### src/rtl/i2c_bus_monitor.sv
// I2C bus monitor: resolves open-drain agents onto SCL/SDA, glitch-filters the
// resolved lines, decodes START/RSTART/STOP and data bytes, and queues the
// decoded events in a first-word-fall-through FIFO.
//
// state  | meaning
// IDLE   | no transfer in progress; SCL edges are ignored
// ACTIVE | between START and STOP; SCL rising edges sample data/ACK bits
module i2c_bus_monitor #(
  parameter int N_AGENTS   = 2,
  parameter int FILTER_LEN = 3,
  parameter int FIFO_DEPTH = 8
) (
  input  logic                clk,
  input  logic                rst,
  input  logic [N_AGENTS-1:0] scl_o,
  input  logic [N_AGENTS-1:0] scl_t,
  input  logic [N_AGENTS-1:0] sda_o,
  input  logic [N_AGENTS-1:0] sda_t,
  output logic                scl_i,
  output logic                sda_i,
  output logic                evt_valid,
  input  logic                evt_ready,
  output logic [1:0]          evt_type,
  output logic [7:0]          evt_data,
  output logic                evt_ack,
  output logic                busy,
  output logic                overflow
);

  localparam int         AW      = $clog2(FIFO_DEPTH);
  localparam logic [3:0] FILT_TC = 4'(FILTER_LEN - 1);

  typedef enum logic {IDLE, ACTIVE} state_t;

  state_t      state, state_nxt;
  logic        scl_r, sda_r, scl_f, sda_f, scl_fd, sda_fd;
  logic [3:0]  scl_cnt, sda_cnt;
  logic [3:0]  bit_cnt;
  logic [7:0]  data_sr;
  logic        scl_hold_hi, scl_rise, sda_fall, sda_rise, sda_same;
  logic        start_det, rstart_det, stop_det, bit_det, byte_done;
  logic        push;
  logic [10:0] push_word;
  logic [10:0] mem [FIFO_DEPTH];
  logic [AW:0] wr_ptr, rd_ptr;
  logic        empty, full, pop, wr_en;

  // Wired-AND of the open-drain agents; a released agent contributes a 1.
  assign scl_i = &(scl_t | scl_o);
  assign sda_i = &(sda_t | sda_o);

  // Register the resolved lines, then accept a new level only after FILTER_LEN
  // consecutive registered samples disagree with the current filtered level.
  always_ff @(posedge clk) begin
    if (rst) begin
      scl_r   <= 1'b1;
      sda_r   <= 1'b1;
      scl_f   <= 1'b1;
      sda_f   <= 1'b1;
      scl_fd  <= 1'b1;
      sda_fd  <= 1'b1;
      scl_cnt <= 4'd0;
      sda_cnt <= 4'd0;
    end else begin
      scl_r  <= scl_i;
      sda_r  <= sda_i;
      scl_fd <= scl_f;
      sda_fd <= sda_f;
      if (scl_r == scl_f) begin
        scl_cnt <= 4'd0;
      end else if (scl_cnt == FILT_TC) begin
        scl_f   <= scl_r;
        scl_cnt <= 4'd0;
      end else begin
        scl_cnt <= scl_cnt + 4'd1;
      end
      if (sda_r == sda_f) begin
        sda_cnt <= 4'd0;
      end else if (sda_cnt == FILT_TC) begin
        sda_f   <= sda_r;
        sda_cnt <= 4'd0;
      end else begin
        sda_cnt <= sda_cnt + 4'd1;
      end
    end
  end

  // Edge decode on the filtered lines; a cycle where both lines move is ignored.
  assign scl_hold_hi = scl_fd & scl_f;
  assign scl_rise    = ~scl_fd & scl_f;
  assign sda_fall    = sda_fd & ~sda_f;
  assign sda_rise    = ~sda_fd & sda_f;
  assign sda_same    = (sda_fd == sda_f);
  assign start_det   = scl_hold_hi & sda_fall & (state == IDLE);
  assign rstart_det  = scl_hold_hi & sda_fall & (state == ACTIVE);
  assign stop_det    = scl_hold_hi & sda_rise;
  assign bit_det     = scl_rise & sda_same & (state == ACTIVE);
  assign byte_done   = bit_det & (bit_cnt == 4'd8);

  // State register.
  always_ff @(posedge clk) begin
    if (rst) state <= IDLE;
    else     state <= state_nxt;
  end

  // Next-state logic: START opens a transfer, STOP closes it.
  always_comb begin
    state_nxt = state;
    case (state)
      IDLE:    if (start_det) state_nxt = ACTIVE;
      ACTIVE:  if (stop_det)  state_nxt = IDLE;
      default: state_nxt = IDLE;
    endcase
  end

  // Output logic.
  always_comb begin
    busy = (state == ACTIVE);
  end

  // Bit counter and data shift register; any condition abandons a partial byte.
  always_ff @(posedge clk) begin
    if (rst || start_det || rstart_det || stop_det) begin
      bit_cnt <= 4'd0;
      data_sr <= 8'h00;
    end else if (bit_det) begin
      if (bit_cnt == 4'd8) begin
        bit_cnt <= 4'd0;
      end else begin
        data_sr <= {data_sr[6:0], sda_f};
        bit_cnt <= bit_cnt + 4'd1;
      end
    end
  end

  // Event word {type, data, ack}; conditions and byte completion never coincide.
  always_comb begin
    push      = 1'b0;
    push_word = 11'd0;
    if (start_det) begin
      push      = 1'b1;
      push_word = {2'b00, 8'h00, 1'b0};
    end else if (rstart_det) begin
      push      = 1'b1;
      push_word = {2'b01, 8'h00, 1'b0};
    end else if (stop_det) begin
      push      = 1'b1;
      push_word = {2'b10, 8'h00, 1'b0};
    end else if (byte_done) begin
      push      = 1'b1;
      push_word = {2'b11, data_sr, ~sda_f};
    end
  end

  assign empty     = (wr_ptr == rd_ptr);
  assign full      = (wr_ptr[AW] != rd_ptr[AW]) && (wr_ptr[AW-1:0] == rd_ptr[AW-1:0]);
  assign evt_valid = ~empty;
  assign pop       = evt_valid & evt_ready;
  assign wr_en     = push & (~full | pop);
  assign {evt_type, evt_data, evt_ack} = mem[rd_ptr[AW-1:0]];

  // FIFO storage; contents need no reset since the pointers gate visibility.
  always_ff @(posedge clk) begin
    if (wr_en) mem[wr_ptr[AW-1:0]] <= push_word;
  end

  // FIFO pointers and sticky overflow when a push meets a full FIFO with no pop.
  always_ff @(posedge clk) begin
    if (rst) begin
      wr_ptr   <= '0;
      rd_ptr   <= '0;
      overflow <= 1'b0;
    end else begin
      if (wr_en) wr_ptr <= wr_ptr + {{AW{1'b0}}, 1'b1};
      if (pop)   rd_ptr <= rd_ptr + {{AW{1'b0}}, 1'b1};
      if (push && full && !pop) overflow <= 1'b1;
    end
  end

endmodule
### config.mk
export PLATFORM = sky130hd
export DESIGN_NAME = i2c_bus_monitor
export DESIGN_NICKNAME = d
export VERILOG_FILES = /design/src/rtl/i2c_bus_monitor.sv
export SDC_FILE = /design/constraint.sdc
export NUM_CORES = 1
export LEC_CHECK = 0
export CAP_MARGIN = 0
export CORE_ASPECT_RATIO = 1.2
export CORE_MARGIN = 4
export CORE_UTILIZATION = 40
export CTS_BUF_LIST = sky130_fd_sc_hd__clkbuf_8 sky130_fd_sc_hd__clkbuf_16
export DETAILED_ROUTE_END_ITERATION = 8
export PLACE_DENSITY = 0.6
export SYNTH_ARGS = -nofsm -noshare
export SYNTH_HDL_FRONTEND = slang
export SYNTH_SLANG_ARGS = --single-unit
### constraint.sdc
create_clock -name clk -period 6.6 [get_ports clk]
set_clock_uncertainty 0.15 [all_clocks]
set_input_delay 0.66 -clock clk [delete_from_list [all_inputs] [get_ports clk]]
set_output_delay 0.66 -clock clk [all_outputs]
set_load 0.005 [all_outputs]
==> impl_metrics.csv, run 1 <==
group,metric,value,unit
floorplan,coreArea,12700,um^2
logic_synthesis,synth.area.mux_share,0.131,
logic_synthesis,avgSynthCellArea,15.5,um^2
sta,fin_crit_sh,0.519,
logic_synthesis,synth_cell_types,45,
setup_path,cp.required,5.79,ns
place,post-place-ws,3.17,ns
setup_path,criticalPathCategory,"flop to output pin",
sta,setup_slack,3.17,ns
cells_and_area,diodes,0,
outcome,status,"finished clean",
clock_tree,cts_made_buffers,17,
clock_tree,clock_latency,0.41,ns
floorplan,die_h,133,um
setup_path,max_stage_delay,1.04,ns
clock_tree,root_buffer,"clkbuf_16",
sta,tightest_slew,1.13,ns
setup_path,reg2reg_to,"wr_ptr[3]",
setup_path,path_buf_inv,1,
sta,layout_min_cycle_time,3.43,ns
run,max_cap_viol_count,0,
setup_path,reg2regPathDepth,6,
floorplan,die_area,14900,um^2
power_and_ir_drop,irDropWorstVdd,0.164,mV
logic_synthesis,synth_simple_gate_area_frac,0.0988,
place,portBuffers,26,
logic_synthesis,synth_top_area_frac,0.508,
setup_path,r2r_start,"sda_f",
clock_tree,clock-sinks,127,
power_and_ir_drop,leakagePower,2.35,nW
setup_path,reg2reg_slack,3.23,ns
place,hpwlAfterDp,5700,um
logic_synthesis,netlist.top_cell.by_area,"edfxtp_1",
hold_path,min_to,"scl_cnt[0]",
floorplan,num_rows,45,
sta,final.setup.tns,0,ns
logic_synthesis,synth_xor_area_frac,0.0245,
sta,grt_setup_unrepaired,"false",
clock_tree,ctsLongestPathBuffers,2,
global_route,grt_max_degree,25,
global_route,grt_remaining_overflow,0,
drt,ant_nets,0,
logic_synthesis,ys_top_cells_by_count,"edfxtp_1 (88), dfxtp_1 (39), nor2_1 (23)",
power_and_ir_drop,totalPowerFinal,0.00190,W
drt,drc_errors,0,
cells_and_area,num-nets-final,386,
setup_path,end_kind,"output pin",
setup_path,crit_family,"flip-flops",
logic_synthesis,synth_fa_ha_area_frac,0.0240,
global_route,grt_pass1_vias,2816,
place,gp_congestion,0.706,
logic_synthesis,syn_area,5200,um^2
drt,dr.pass1.iters,4,
logic_synthesis,synth.most_common_cell,"edfxtp_1",
hold_path,min-delay-start,"scl_cnt[0]",
drt,via_count,2776,
clock_tree,cts_setup_buffers,0,
floorplan,io-pin-count,27,
sta,finalHoldViolCount,0,
clock_tree,h-tree-depth,4,
logic_synthesis,synthCells,335,
logic_synthesis,ys_seq_area_frac,0.658,
clock_tree,path_clk_slew,0.05,ns
drt,drt-vias-per-instance,5.12,
setup_path,cp_max_fo,22,
hold_path,min_path_cells,1,
logic_synthesis,ys.warnings.count,0,
setup_path,slowest_stage,"dfxtp_1",
logic_synthesis,async_flop_share,0,
global_route,grtUsageTotal,0.130,
sta,hold_ws,0.309,ns
setup_path,arrival,2.62,ns
logic_synthesis,ys.flop_type,"edfxtp_1",
logic_synthesis,synth_area_leaders,"edfxtp_1 (51%), dfxtp_1 (15%), mux4_2 (9.5%), ha_1 (2.4%), mux2_2 (2.4%)",
floorplan,initial_core_util,0.409,
drt,wl_per_cell,16.6,um
cells_and_area,layout-drive-gt1-share,0.198,
logic_synthesis,synth-seq-cells,127,
logic_synthesis,synth_top_family_by_area,"multiplexers",
global_route,antenna_found_initial,0,
cells_and_area,final_util,0.491,
cells_and_area,synthToLayoutAreaGrowth,20.1,%
power_and_ir_drop,powerDensity,305,nW/um^2
floorplan,die_x,112,um
sta,fmax,292,MHz
cells_and_area,fillers,1107,
logic_synthesis,synth_edf_count,88,
setup_path,start_kind,"flop",
global_route,grt_pass1_wl,14700,um
sta,slew_viol_final,0,
sta,relSlewSlack,0.248,
logic_synthesis,synth_nets,356,
drt,wl,9000,um
hold_path,min_path_type,"flop to flop",
sta,setup_viol,0,
drt,drtIter0Drc,148,
logic_synthesis,synth_compound_area_frac,0.0435,
clock_tree,cts_resized,0,
clock_tree,postCtsHoldBufs,0,
clock_tree,cts_tree,"built",
setup_path,crit_path_cell_trace,"mux4_2 -> mux2_2 -> clkdlybuf4s50_1",
## cells in the final DEF, fill, tap and decap left out, types with 5 or more instances in the layout
| master | count |
|---|---|
| xnor2_1 | 5 |
| a21oi_1 | 14 |
| dfxtp_1 | 39 |
| clkdlybuf4s50_1 | 26 |
| inv_1 | 9 |
| clkinv_2 | 5 |
| nand3_1 | 14 |
| mux4_2 | 22 |
| or3_1 | 5 |
| nor2_1 | 23 |
| clkbuf_16 | 17 |
| edfxtp_1 | 88 |
| ha_1 | 10 |
| nand2_1 | 16 |
| mux2_2 | 11 |
| bufinv_16 | 6 |
| and3_1 | 10 |
## flip-flops by register name, summed over array words and instances (netlist names), named ones only
register  cells
rd_ptr        4
mem          88
scl_r         1
scl_fd        1
overflow      1
wr_ptr        4
scl_f         1
sda_f         1
sda_fd        1
sda_cnt       4
busy          1
sda_r         1
scl_cnt       4
bit_cnt       4
data_sr       8
## power by group
| part | total (W) | internal (W) | leakage (nW) | switching, W |
|---|---|---|---|---|
| registers | 0.000848 | 0.000845 | 1.31 | 0.00000294 |
| logic | 0.0000370 | 0.0000211 | 0.723 | 0.0000160 |
| clock network | 0.00102 | 0.000699 | 0.322 | 0.000319 |
| total | 0.00190 | 0.00157 | 2.35 | 0.000338 |
## routing by layer
metal | global-route usage | vias up | wire [um]
li1 | - | 1333 | -
met1 | 0.152 | 1379 | 3820
met2 | 0.220 | 51 | 4670
met3 | 0.0352 | 13 | 359
met4 | 0.0615 | 0 | 143
met5 | 0 | - | 0
## how the worst max path moves through the flow
stage	start	endpoint	slack [ns]	cells after the start
floorplan	sda_f	wr_ptr[3]	4.22	6
global placement	sda_f	wr_ptr[3]	3.22	6
detailed placement	sda_f	wr_ptr[3]	3.17	6
CTS	flop	evt_type[0]	3.09	3
global route	sda_f	wr_ptr[3]	2.93	6
finish	flop	evt_type[0]	3.17	3
## final cells by class
class	instances	area, um^2	share of cell area
tap	164	205	0.0328
clock buffer	17	425	0.0680
inverter	8	30.0	0.00480
multi-input combinational	184	1680	0.268
timing repair buffer	27	268	0.0428
clock inverter	15	224	0.0358
sequential	127	3420	0.548
## stage by stage
stage               instances  instance area [um^2]
finish                    542                  6250
global route              542                  6250
CTS                       542                  6250
detailed placement        510                  5600
global placement          510                  5600
floorplan                 335                  5200
## logic make-up (layout without fill, tap and decap cells)
family | Yosys count | in the layout
AOI/OAI and AO/OA | 30 | 30
xor gates and xnor gates | 12 | 12
adders and majority gates | 10 | 10
buffers and inverters | 24 | 67
DFF | 127 | 127
muxes | 39 | 39
and+or+nand+nor | 93 | 93
Note: power is estimated with default switching activity, not from simulation.
==> inputs of run 2 (changes only) <==
==> constraint.sdc (replaced) <==
create_clock -name clk -period 3.35 [get_ports clk]
set_clock_uncertainty 0.15 [all_clocks]
set_input_delay 0.335 -clock clk [delete_from_list [all_inputs] [get_ports clk]]
set_output_delay 0.335 -clock clk [all_outputs]
set_load 0.005 [all_outputs]
==> impl_metrics.csv, run 2 (synthesis gave the netlist of run 1 again) <==
group,metric,value,unit
clock_tree,root_buffer,"clkbuf_16",
sta,grt_setup_unrepaired,"false",
drt,drt-vias-per-instance,5.11,
power_and_ir_drop,p_clk_frac,0.519,
clock_tree,path_clk_slew,0.05,ns
sta,fin_crit_sh,0.860,
floorplan,die_h,133,um
cells_and_area,synthToLayoutAreaGrowth,21.0,%
clock_tree,postCtsHoldBufs,0,
sta,fmax,347,MHz
setup_path,arrival,2.40,ns
cells_and_area,diodes,0,
cells_and_area,largest_reg_flops,88,
setup_path,cp_max_fo,22,
clock_tree,clock_latency,0.40,ns
place,hpwlAfterDp,5610,um
setup_path,r2r_start,"bit_cnt[0]",
sta,finalHoldViolCount,0,
outcome,status,"finished clean",
setup_path,criticalPathCategory,"flop to output pin",
global_route,grt_pass1_vias,2885,
setup_path,reg2regPathDepth,7,
hold_path,min-delay-start,"sda_cnt[0]",
cells_and_area,layout-drive-gt1-share,0.224,
place,gp_congestion,0.755,
cells_and_area,final_common_cell,"edfxtp_1",
cells_and_area,fin_cells,552,
setup_path,reg2reg_slack,0.84,ns
sta,slew_viol_final,0,
setup_path,end_kind,"output pin",
drt,drtIter0Drc,196,
power_and_ir_drop,p_seq_frac,0.461,
global_route,grt_pass1_wl,14800,um
cells_and_area,num-nets-final,396,
hold_path,min_to,"sda_cnt[0]",
global_route,grt_max_degree,25,
clock_tree,ctsLongestPathBuffers,2,
global_route,grt_remaining_overflow,0,
power_and_ir_drop,irDropWorstVdd,0.335,mV
place,portBuffers,26,
sta,layout_min_cycle_time,2.88,ns
cells_and_area,fillers,1095,
drt,dr.pass1.iters,4,
clock_tree,cts_setup_buffers,0,
clock_tree,h-tree-depth,4,
sta,tightest_slew,0.802,ns
floorplan,coreArea,12700,um^2
hold_path,min_path_cells,1,
sta,final.setup.tns,0,ns
sta,hold_ws,0.309,ns
drt,drc_errors,0,
power_and_ir_drop,switching_share,0.187,
power_and_ir_drop,powerDensity,575,nW/um^2
floorplan,die_area,14900,um^2
floorplan,die_x,112,um
global_route,grtUsageTotal,0.130,
sta,relSlewSlack,0.463,
drt,wl_per_cell,16.1,um
clock_tree,cts_tree,"built",
power_and_ir_drop,p_int,0.00295,W
power_and_ir_drop,power_frac_comb,0.020,
clock_tree,cts_resized,0,
setup_path,reg2reg_to,"mem[6][9]",
drt,wl,8910,um
setup_path,cp.required,2.86,ns
place,placed_cells,520,
clock_tree,clock-sinks,127,
power_and_ir_drop,leakagePower,2.37,nW
sta,setup_viol,0,
drt,via_count,2821,
power_and_ir_drop,switchingPower,0.000678,W
cells_and_area,multiInputGateArea,1680,um^2
floorplan,num_rows,45,
hold_path,min_path_type,"flop to flop",
floorplan,io-pin-count,27,
cells_and_area,layout_common_cells,"edfxtp_1 (88), dfxtp_1 (39), clkdlybuf4s50_1 (26)",
clock_tree,cts_made_buffers,17,
run,max_cap_viol_count,0,
global_route,antenna_found_initial,0,
setup_path,start_kind,"flop",
drt,ant_nets,0,
floorplan,initial_core_util,0.409,
cells_and_area,regArea,3420,um^2
[run 2: final cells by class]
class,count,area share
Sequential cell,127,0.544
Multi-Input combinational cell,184,0.266
Clock buffer,17,0.0676
Timing Repair Buffer,37,0.0544
Tap cell,164,0.0326
Clock inverter,15,0.0308
Inverter,8,0.00477
[run 2: worst max-delay path by stage]
stage                          start           to  cells past startpoint
after global placement          flop  evt_type[1]                      4
after detailed placement  bit_cnt[0]    mem[6][6]                      7
after CTS                       flop  evt_type[1]                      4
after floorplan                sda_f    wr_ptr[3]                      6
after global routing            flop  evt_data[3]                      4
final                           flop  evt_data[7]                      4
[run 2: power by group through the flow]
stage | logic [W] | clock network, W | registers, W
after floorplan | 0.0000448 | 0 | 0.00170
after global placement | 0.0000741 | 0 | 0.00170
after detailed placement | 0.0000757 | 0 | 0.00170
after CTS | 0.0000760 | 0.00192 | 0.00167
after global routing | 0.0000818 | 0.00199 | 0.00167
final | 0.0000743 | 0.00188 | 0.00167
[run 2: per-layer routing]
metal	vias to the layer above	GRT usage	part of all wire
li1	1355	-	-
met3	5	0.0407	0.039
met4	0	0.0474	0.0092
met2	60	0.212	0.51
met5	-	0	0
met1	1401	0.162	0.44
[run 2: through the flow]
| step | worst slack, ns | area, um^2 | utilization | power (W) |
|---|---|---|---|---|
| after floorplan | 0.970 | 5200 | - | 0.00175 |
| after global placement | 0.845 | 5680 | 0.446 | 0.00178 |
| after detailed placement | 0.820 | 5680 | 0.446 | 0.00178 |
| after CTS | 0.401 | 6300 | 0.495 | 0.00366 |
| after global routing | 0.328 | 6300 | 0.495 | 0.00375 |
| final | 0.470 | 6300 | 0.495 | 0.00362 |
[run 2: worst max-delay path: stages (launching register included)]
cell and delay [ns]:
dfxtp_1 0.30, buf_4 0.39, mux4_2 0.56, mux2_2 0.28
clkdlybuf4s50_1 0.44
